## src/rtl/mdu_iter.sv

```systemverilog
// Multiply/divide unit for one FU issue slot. Owns HI/LO. Multiplies use a fixed-latency path.
// Divides use an iterative restoring divider that retires DIV_BITS quotient bits per cycle.
module mdu_iter #(
  parameter int WIDTH      = 32,
  parameter int MUL_STAGES = 2,
  parameter int DIV_BITS   = 1
) (
  input  logic             clk,
  input  logic             reset,
  input  logic [3:0]       mdu_op,
  input  logic             mdu_start,
  input  logic [WIDTH-1:0] mdu_srcA,
  input  logic [WIDTH-1:0] mdu_srcB,
  input  logic             flush,
  output logic             mdu_recv,
  output logic [WIDTH-1:0] mdu_result,
  output logic             busy
);

  localparam int W2 = 2 * WIDTH;
  localparam int CW = $clog2(WIDTH / DIV_BITS + 1);

  typedef enum logic [1:0] {IDLE, MUL, DIV, DONE} state_e;

  typedef enum logic [3:0] {
    OP_MULT  = 4'd0,  OP_MULTU = 4'd1,  OP_DIV   = 4'd2,  OP_DIVU  = 4'd3,
    OP_MFHI  = 4'd4,  OP_MFLO  = 4'd5,  OP_MTHI  = 4'd6,  OP_MTLO  = 4'd7,
    OP_MUL   = 4'd8,  OP_MADD  = 4'd9,  OP_MADDU = 4'd10, OP_MSUB  = 4'd11,
    OP_MSUBU = 4'd12
  } op_e;

  state_e           state_q, state_d;
  logic [CW-1:0]    count_q, count_d;
  logic [WIDTH-1:0] hi_q, hi_d, lo_q, lo_d;
  op_e              op_q;
  logic [WIDTH-1:0] a_q, b_q;
  logic [WIDTH-1:0] rem_q, quo_q, dvs_q;
  logic             qneg_q, rneg_q, dz_q;
  logic [WIDTH-1:0] res_q, res_now;
  logic             accept_mul, accept_div;

  // Multiply datapath
  logic             mul_signed;
  logic [W2-1:0]    ext_a, ext_b, product, acc;

  assign mul_signed = op_q inside {OP_MULT, OP_MADD, OP_MSUB, OP_MUL};
  assign ext_a   = mul_signed ? {{WIDTH{a_q[WIDTH-1]}}, a_q} : {{WIDTH{1'b0}}, a_q};
  assign ext_b   = mul_signed ? {{WIDTH{b_q[WIDTH-1]}}, b_q} : {{WIDTH{1'b0}}, b_q};
  assign product = ext_a * ext_b;
  assign acc     = {hi_q, lo_q};

  // Divide datapath: operands are reduced to magnitudes at accept.
  logic             div_signed, neg_a, neg_b;
  logic [WIDTH-1:0] mag_a, mag_b, rem_n, quo_n, q_fix, r_fix;
  logic [WIDTH:0]   trial;

  assign div_signed = (mdu_op == OP_DIV);
  assign neg_a      = div_signed && mdu_srcA[WIDTH-1];
  assign neg_b      = div_signed && mdu_srcB[WIDTH-1];
  assign mag_a      = neg_a ? -mdu_srcA : mdu_srcA;
  assign mag_b      = neg_b ? -mdu_srcB : mdu_srcB;
  assign q_fix      = qneg_q ? -quo_q : quo_q;
  assign r_fix      = rneg_q ? -rem_q : rem_q;

  // DIV_BITS restoring steps chained within one cycle; quo shifts dividend out and quotient in.
  always_comb begin
    rem_n = rem_q;
    quo_n = quo_q;
    trial = '0;
    for (int unsigned i = 0; i < DIV_BITS; i++) begin
      trial = {rem_n, quo_n[WIDTH-1]};
      quo_n = {quo_n[WIDTH-2:0], 1'b0};
      if (trial >= {1'b0, dvs_q}) begin
        trial    = trial - {1'b0, dvs_q};
        quo_n[0] = 1'b1;
      end
      rem_n = trial[WIDTH-1:0];
    end
  end

  always_comb begin
    state_d    = state_q;
    count_d    = count_q;
    hi_d       = hi_q;
    lo_d       = lo_q;
    mdu_recv   = 1'b0;
    res_now    = '0;
    accept_mul = 1'b0;
    accept_div = 1'b0;
    unique case (state_q)
      IDLE: begin
        if (mdu_start && !flush) begin
          case (mdu_op)
            OP_MFHI: begin mdu_recv = 1'b1; res_now = hi_q; end
            OP_MFLO: begin mdu_recv = 1'b1; res_now = lo_q; end
            OP_MTHI: begin mdu_recv = 1'b1; hi_d = mdu_srcA; end
            OP_MTLO: begin mdu_recv = 1'b1; lo_d = mdu_srcA; end
            OP_MULT, OP_MULTU, OP_MUL, OP_MADD, OP_MADDU, OP_MSUB, OP_MSUBU: begin
              accept_mul = 1'b1;
              state_d    = (MUL_STAGES == 1) ? DONE : MUL;
              count_d    = CW'(MUL_STAGES - 1);
            end
            OP_DIV, OP_DIVU: begin
              accept_div = 1'b1;
              state_d    = DIV;
              count_d    = CW'(WIDTH / DIV_BITS);
            end
            default: mdu_recv = 1'b1;
          endcase
        end
      end
      MUL, DIV: begin
        if (flush) begin
          state_d = IDLE;
          count_d = '0;
        end else begin
          count_d = count_q - 1'b1;
          if (count_q == CW'(1)) state_d = DONE;
        end
      end
      DONE: begin
        mdu_recv = 1'b1;
        state_d  = IDLE;
        case (op_q)
          OP_DIV, OP_DIVU: begin
            lo_d = dz_q ? '1  : q_fix;
            hi_d = dz_q ? a_q : r_fix;
          end
          OP_MULT, OP_MULTU: {hi_d, lo_d} = product;
          OP_MADD, OP_MADDU: {hi_d, lo_d} = acc + product;
          OP_MSUB, OP_MSUBU: {hi_d, lo_d} = acc - product;
          OP_MUL:            res_now = product[WIDTH-1:0];
          default: ;
        endcase
      end
      default: state_d = IDLE;
    endcase
    if (reset) mdu_recv = 1'b0;
  end

  assign busy       = (state_q != IDLE);
  assign mdu_result = mdu_recv ? res_now : res_q;

  always_ff @(posedge clk) begin
    if (reset) begin
      state_q <= IDLE;
      count_q <= '0;
      hi_q    <= '0;
      lo_q    <= '0;
      op_q    <= OP_MULT;
      a_q     <= '0;
      b_q     <= '0;
      rem_q   <= '0;
      quo_q   <= '0;
      dvs_q   <= '0;
      qneg_q  <= 1'b0;
      rneg_q  <= 1'b0;
      dz_q    <= 1'b0;
      res_q   <= '0;
    end else begin
      state_q <= state_d;
      count_q <= count_d;
      hi_q    <= hi_d;
      lo_q    <= lo_d;
      if (mdu_recv) res_q <= res_now;
      if (accept_mul) begin
        op_q <= op_e'(mdu_op);
        a_q  <= mdu_srcA;
        b_q  <= mdu_srcB;
      end
      if (accept_div) begin
        op_q   <= op_e'(mdu_op);
        a_q    <= mdu_srcA;
        quo_q  <= mag_a;
        dvs_q  <= mag_b;
        rem_q  <= '0;
        qneg_q <= neg_a ^ neg_b;
        rneg_q <= neg_a;
        dz_q   <= (mdu_srcB == '0);
      end
      if (state_q == DIV && !flush) begin
        rem_q <= rem_n;
        quo_q <= quo_n;
      end
    end
  end

endmodule
```

## config.mk

```make
export PLATFORM = sky130hd
export DESIGN_NAME = mdu_iter
export DESIGN_NICKNAME = d
export VERILOG_FILES = /design/src/rtl/mdu_iter.sv
export SDC_FILE = /design/constraint.sdc
export NUM_CORES = 2
export LEC_CHECK = 0
export CORE_AREA = 2 2 429 431
export DETAILED_ROUTE_END_ITERATION = 10
export DIE_AREA = 0 0 431 433
export PLACE_DENSITY = 0.57
export SYNTH_ARGS = -nofsm -noshare
export SYNTH_HDL_FRONTEND = slang
export SYNTH_SLANG_ARGS = --single-unit
export TNS_END_PERCENT = 5
```

## constraint.sdc

```tcl
create_clock -name clk -period 25.3 [get_ports clk]
set_clock_uncertainty 0.05 [all_clocks]
set_input_delay 3.795 -clock clk [delete_from_list [all_inputs] [get_ports clk]]
set_output_delay 3.795 -clock clk [all_outputs]
set_load 0.05 [all_outputs]
```

[Word-level counts from Yosys, hierarchy flattened]
Index checks and enable logic that the tools add are counted.
Word-level totals
  register bits: 271
  output and inout bits: 34
  logic and storage cells: 132
Operators by class
  $mul: 1
  reductions and logical operators: 27
  bitwise operators: 1
  eq/ne operators: 30
  muxes and demuxes: 50
  $add $sub $neg: 8
  order comparisons: 1
Operators by type and width (number)
  two-way mux 32 bit: 20
  case mux 32 bit (2 select lines): 4
  case mux 32 bit (4 select lines): 2
  two-way mux 64 bit: 2
  negation 32 bit: 4
  adder 64 bit: 1
  multiplier 64 x 64 -> 64 bit: 1
  subtractor 64 bit: 1
  == test 4 bit (second input constant): 10
  >= comparator 33 x 32 -> 1 bit: 1
  logical NOT 32 bit: 1
  subtractor 32 bit: 1
  case mux 6 bit (2 select lines): 2
  == test 4 x 2 -> 1 bit (second input constant): 4
  == test 4 x 3 -> 1 bit (second input constant): 4
  two-way mux 6 bit: 2
  OR reduction 2 bit: 6
  two-way mux 1 bit: 10
  nonzero test 2 bit: 5
  OR reduction 9 bit: 1
  == test 4 x 1 -> 1 bit (second input constant): 2
  logical NOT 4 bit: 2
  two-way mux 4 bit: 2
  AND reduction 4 bit: 2
  other kinds (20): 28

[Logic depth before layout (Yosys ltp)]
  depth in word-level cells: 7
  depth in mapped cells: 51

[Worst setup path before layout]
OpenSTA, ideal clock, no wires.
  kind: reg2out
  from: register a_q[9]
  to: output mdu_result[27]
  buffers on the path: 2
  arrival time: 8.587 ns
  cell stages (with the launch flop): 31
  slack: 12.868 ns
  data required time: 21.455 ns
  path through: dfxtp_1 clkbuf_1 clkbuf_1 nand2_1 fa_1 fa_1 inv_1 fa_1 inv_1 fa_1 inv_1 fa_1 fa_1 inv_1 fa_1 inv_1 ha_1 inv_1 fa_1 inv_1 fa_1 ha_1 a21oi_1 o21ai_0 a2111o_1 o21bai_1 o21bai_1 a21oi_1 xnor2_1 a21oi_1 o21ai_0
Between the ends
  cells in the longest elaborated chain, start to end: 5
RTL lines
  from (decl): RTL line 36  | logic [WIDTH-1:0] a_q, b_q;
  from (signal assigned): RTL line 168  | a_q <= mdu_srcA;
  from (signal assigned): RTL line 173  | a_q <= mdu_srcA;
  two-way mux 64 bit: RTL line 47  | assign ext_a = mul_signed ? {{WIDTH{a_q[WIDTH-1]}}, a_q} : {{WIDTH{1'b0}}, a_q};
  multiplier 64 x 64 -> 64 bit: RTL line 49  | assign product = ext_a * ext_b;
  two-way mux 32 bit: RTL line 124  | case (op_q)
  case mux 32 bit (2 select lines): RTL line 90  | unique case (state_q)
  two-way mux 32 bit
  to (decl): RTL line 16  | output logic [WIDTH-1:0] mdu_result,
No other way between the ends.

[Worst setup path in the final report]
  from: register a_q[3]
  to: output mdu_result[30]
The elaborated chain is that of the path after synthesis.

==> metrics.txt <==
post-route cell area 76860 µm²; Syn Area/Cell 8.328 µm²; initial drt markers 6232; register-to-register setup slack 10.91 ns; Critical Path End Type output port; top cell type by total area after synthesis fa_1; fmax 65.25 MHz; Seq/Total Area, Yosys 7.491%; worst hold path class register to register; pwr/cell area 52.00 nW/µm²; DR DRC count 0; CP Data Required Time 21.45 ns; WHS Path Cells 2; Area contributors post-synth fa_1 (39%), inv_1 (9.4%), ha_1 (8.2%); most frequent cell after synthesis inv_1; Yosys top cell area share 39.39%; number of vias per cell 5.635; vias in the first global route 61820; total congestion overflow 0; Pre-antenna DRT Iters 6; Post-Synthesis Cell Area 72420 µm²; TritonCTS clock tree done; Register-to-Register Path Depth 46; Worst slew margin 12.48%; outcome completed; Seq cells post-synth 271; antenna violations before repair 9; Root Driver clkbuf_16; Die ar. 186600 µm²; Post-Syn Nets 10670; synth cell count leaders inv_1 (1807), fa_1 (1425), nand2_1 (1211), ha_1 (476), clkbuf_1 (457); RSZ-0062 raised after global routing false; fin nets 10430; total negative setup slack 0 ns; prevailing post-synth register cell dfxtp_1; Leakage 36.53 nW; slowest CP cell dfxtp_1; Clock Pin Slew Worst Setup and Hold Paths 0.07 ns; num rows 157; Post-CTS Setup Repair Bufs 0; Placed Cells 10800; VDD IR max 0.0001341 V; Placed Area 75520 µm²; GRT Total Usage 28.91%; Syn. warnings 0; Arr. time, crit path 11.48 ns; ANT nets after route 0; Setup-failing EPs final 0; WL/cell 24.94 µm; Initial Utilization 39.77%; largest net degree at the start of global routing 125; end of the worst register-to-register path hi_q[29]; number of clock sinks 271; chip height 433 µm; Placeable Area 182100 µm²; final wirelength 271200 µm; end of the critical path mdu_result[30]; ys async rst share 0%; cts bufs inserted 39; Startpoint Class register; Crit Path Max Fanout 21; post-place setup slack 10.75 ns; Top Ports 106; RR Startpoint op_q[1]; Port Buffer Count 105; EDFF count, synth 0; post-CTS sizing 0; Max Slew Vio Count 0; first-pass GRT wire length 405900 µm; Hold WS 0.4112 ns; H-tree levels 2; hpwl dp 212600 µm; Hold-fix buffers, CTS 0; clock buffer depth 3; Final period util 60.58%; slew of the pin with the lowest slew margin 1.310 ns; slack of the critical path 9.974 ns; critical path class register to output port; DR vias 61270; cell mode on critical path fa_1; Largest stage delay, worst path 1.18 ns; Final GP Congestion 0.9692; final worst path period need 15.33 ns; MaxCap Viol Count 0; library cells used by synthesis 101; Hold Vio Cnt, Final 0; share of layout cells above drive strength 1 3.536%; Crit. Startpoint a_q[3]; clk_lat worst skew 0.62 ns; die width 431 µm; Non-Filler Instances 10870; Synth-to-Final Area Change 6.119%; Syn Inst Count 8696
[sequential cells by signal, indices dropped and copies added (netlist names), 4 cells and up]
name / flops
res_q: 32
b_q: 32
dvs_q: 32
quo_q: 32
a_q: 32
op_q: 4
lo_q: 32
count_q: 6
hi_q: 32
rem_q: 32
[power by group]
group | switching, mW | internal [mW] | total [mW] | leakage [nW]
Sequential | 0.134 | 0.496 | 0.630 | 2.20
Clock | 0.260 | 0.347 | 0.607 | 0.641
Combinational | 1.86 | 0.902 | 2.76 | 33.7
Total | 2.25 | 1.75 | 4.00 | 36.5
[logic make-up after synthesis]
group,share of synthesized area [%]
adders and majority gates,47.67
DFF,7.491
muxes,0.2211
AOI/OAI and AO/OA,13.86
xor gates and xnor gates,3.530
and+or+nand+nor,15.10
buffers and inverters,12.12
[final cells by class]
cell class / instances / area [µm²]
repair buffers: 229 / 1998
clock buffers: 51 / 1092
inverters: 1810 / 6794
fillers: 18320 / 105200
flip-flops and latches: 271 / 5436
well taps: 2385 / 2984
clock inverters: 20 / 235.2
multi-input cells: 6104 / 58300
diodes: 4 / 10.01
[worst max-delay path, delay by kind of cell (launching register included)]
family,cells,cell delay (ns)
XOR/XNOR,1,0.84
flip-flops,1,1.18
AND/OR/NAND/NOR,5,1.11
buffers and inverters,10,1.75
adder cells (fa/ha/maj),11,4.60
AO/OA/AOI/OAI,3,1.38
[per-layer routing]
layer | routed length, µm | up-vias | track usage, % | share of wire, %
met5 | 46 | - | 0 | 0.017
met4 | 9843 | 6 | 8.979 | 3.6
met3 | 26260 | 496 | 5.463 | 9.7
met2 | 115500 | 2841 | 43.49 | 43
met1 | 119600 | 31220 | 41.90 | 44
li1 | - | 26720 | - | -
[placed cells by master, fill, tap and decap left out, types with 81 or more instances in the layout]
cell	instances
inv_1	1807
fa_1	1425
nand2_1	1208
ha_1	475
a21oi_1	445
and2_1	360
nor2_1	320
o21ai_0	284
dfxtp_1	262
xnor2_1	170
buf_4	123
xor2_1	120
clkdlybuf4s50_1	104
a21o_1	91
nand3_1	81
[how the worst min path moves through the flow]
stage | from | end
finish | b_q[22] | b_q[22]
global route | b_q[22] | b_q[22]
CTS | b_q[22] | b_q[22]
detailed placement | b_q[22] | b_q[22]
global placement | b_q[22] | b_q[22]
floorplan | dvs_q[0] | dvs_q[0]
[through the flow]
stage	power (mW)	utilization, %
3_3_place_gp	3.298	41.47
2_1_floorplan	2.454	-
5_1_grt	4.217	42.20
4_1_cts	3.920	42.20
6_report	3.997	42.21
3_5_place_dp	3.307	41.47
(Power assumes the default switching activity.)
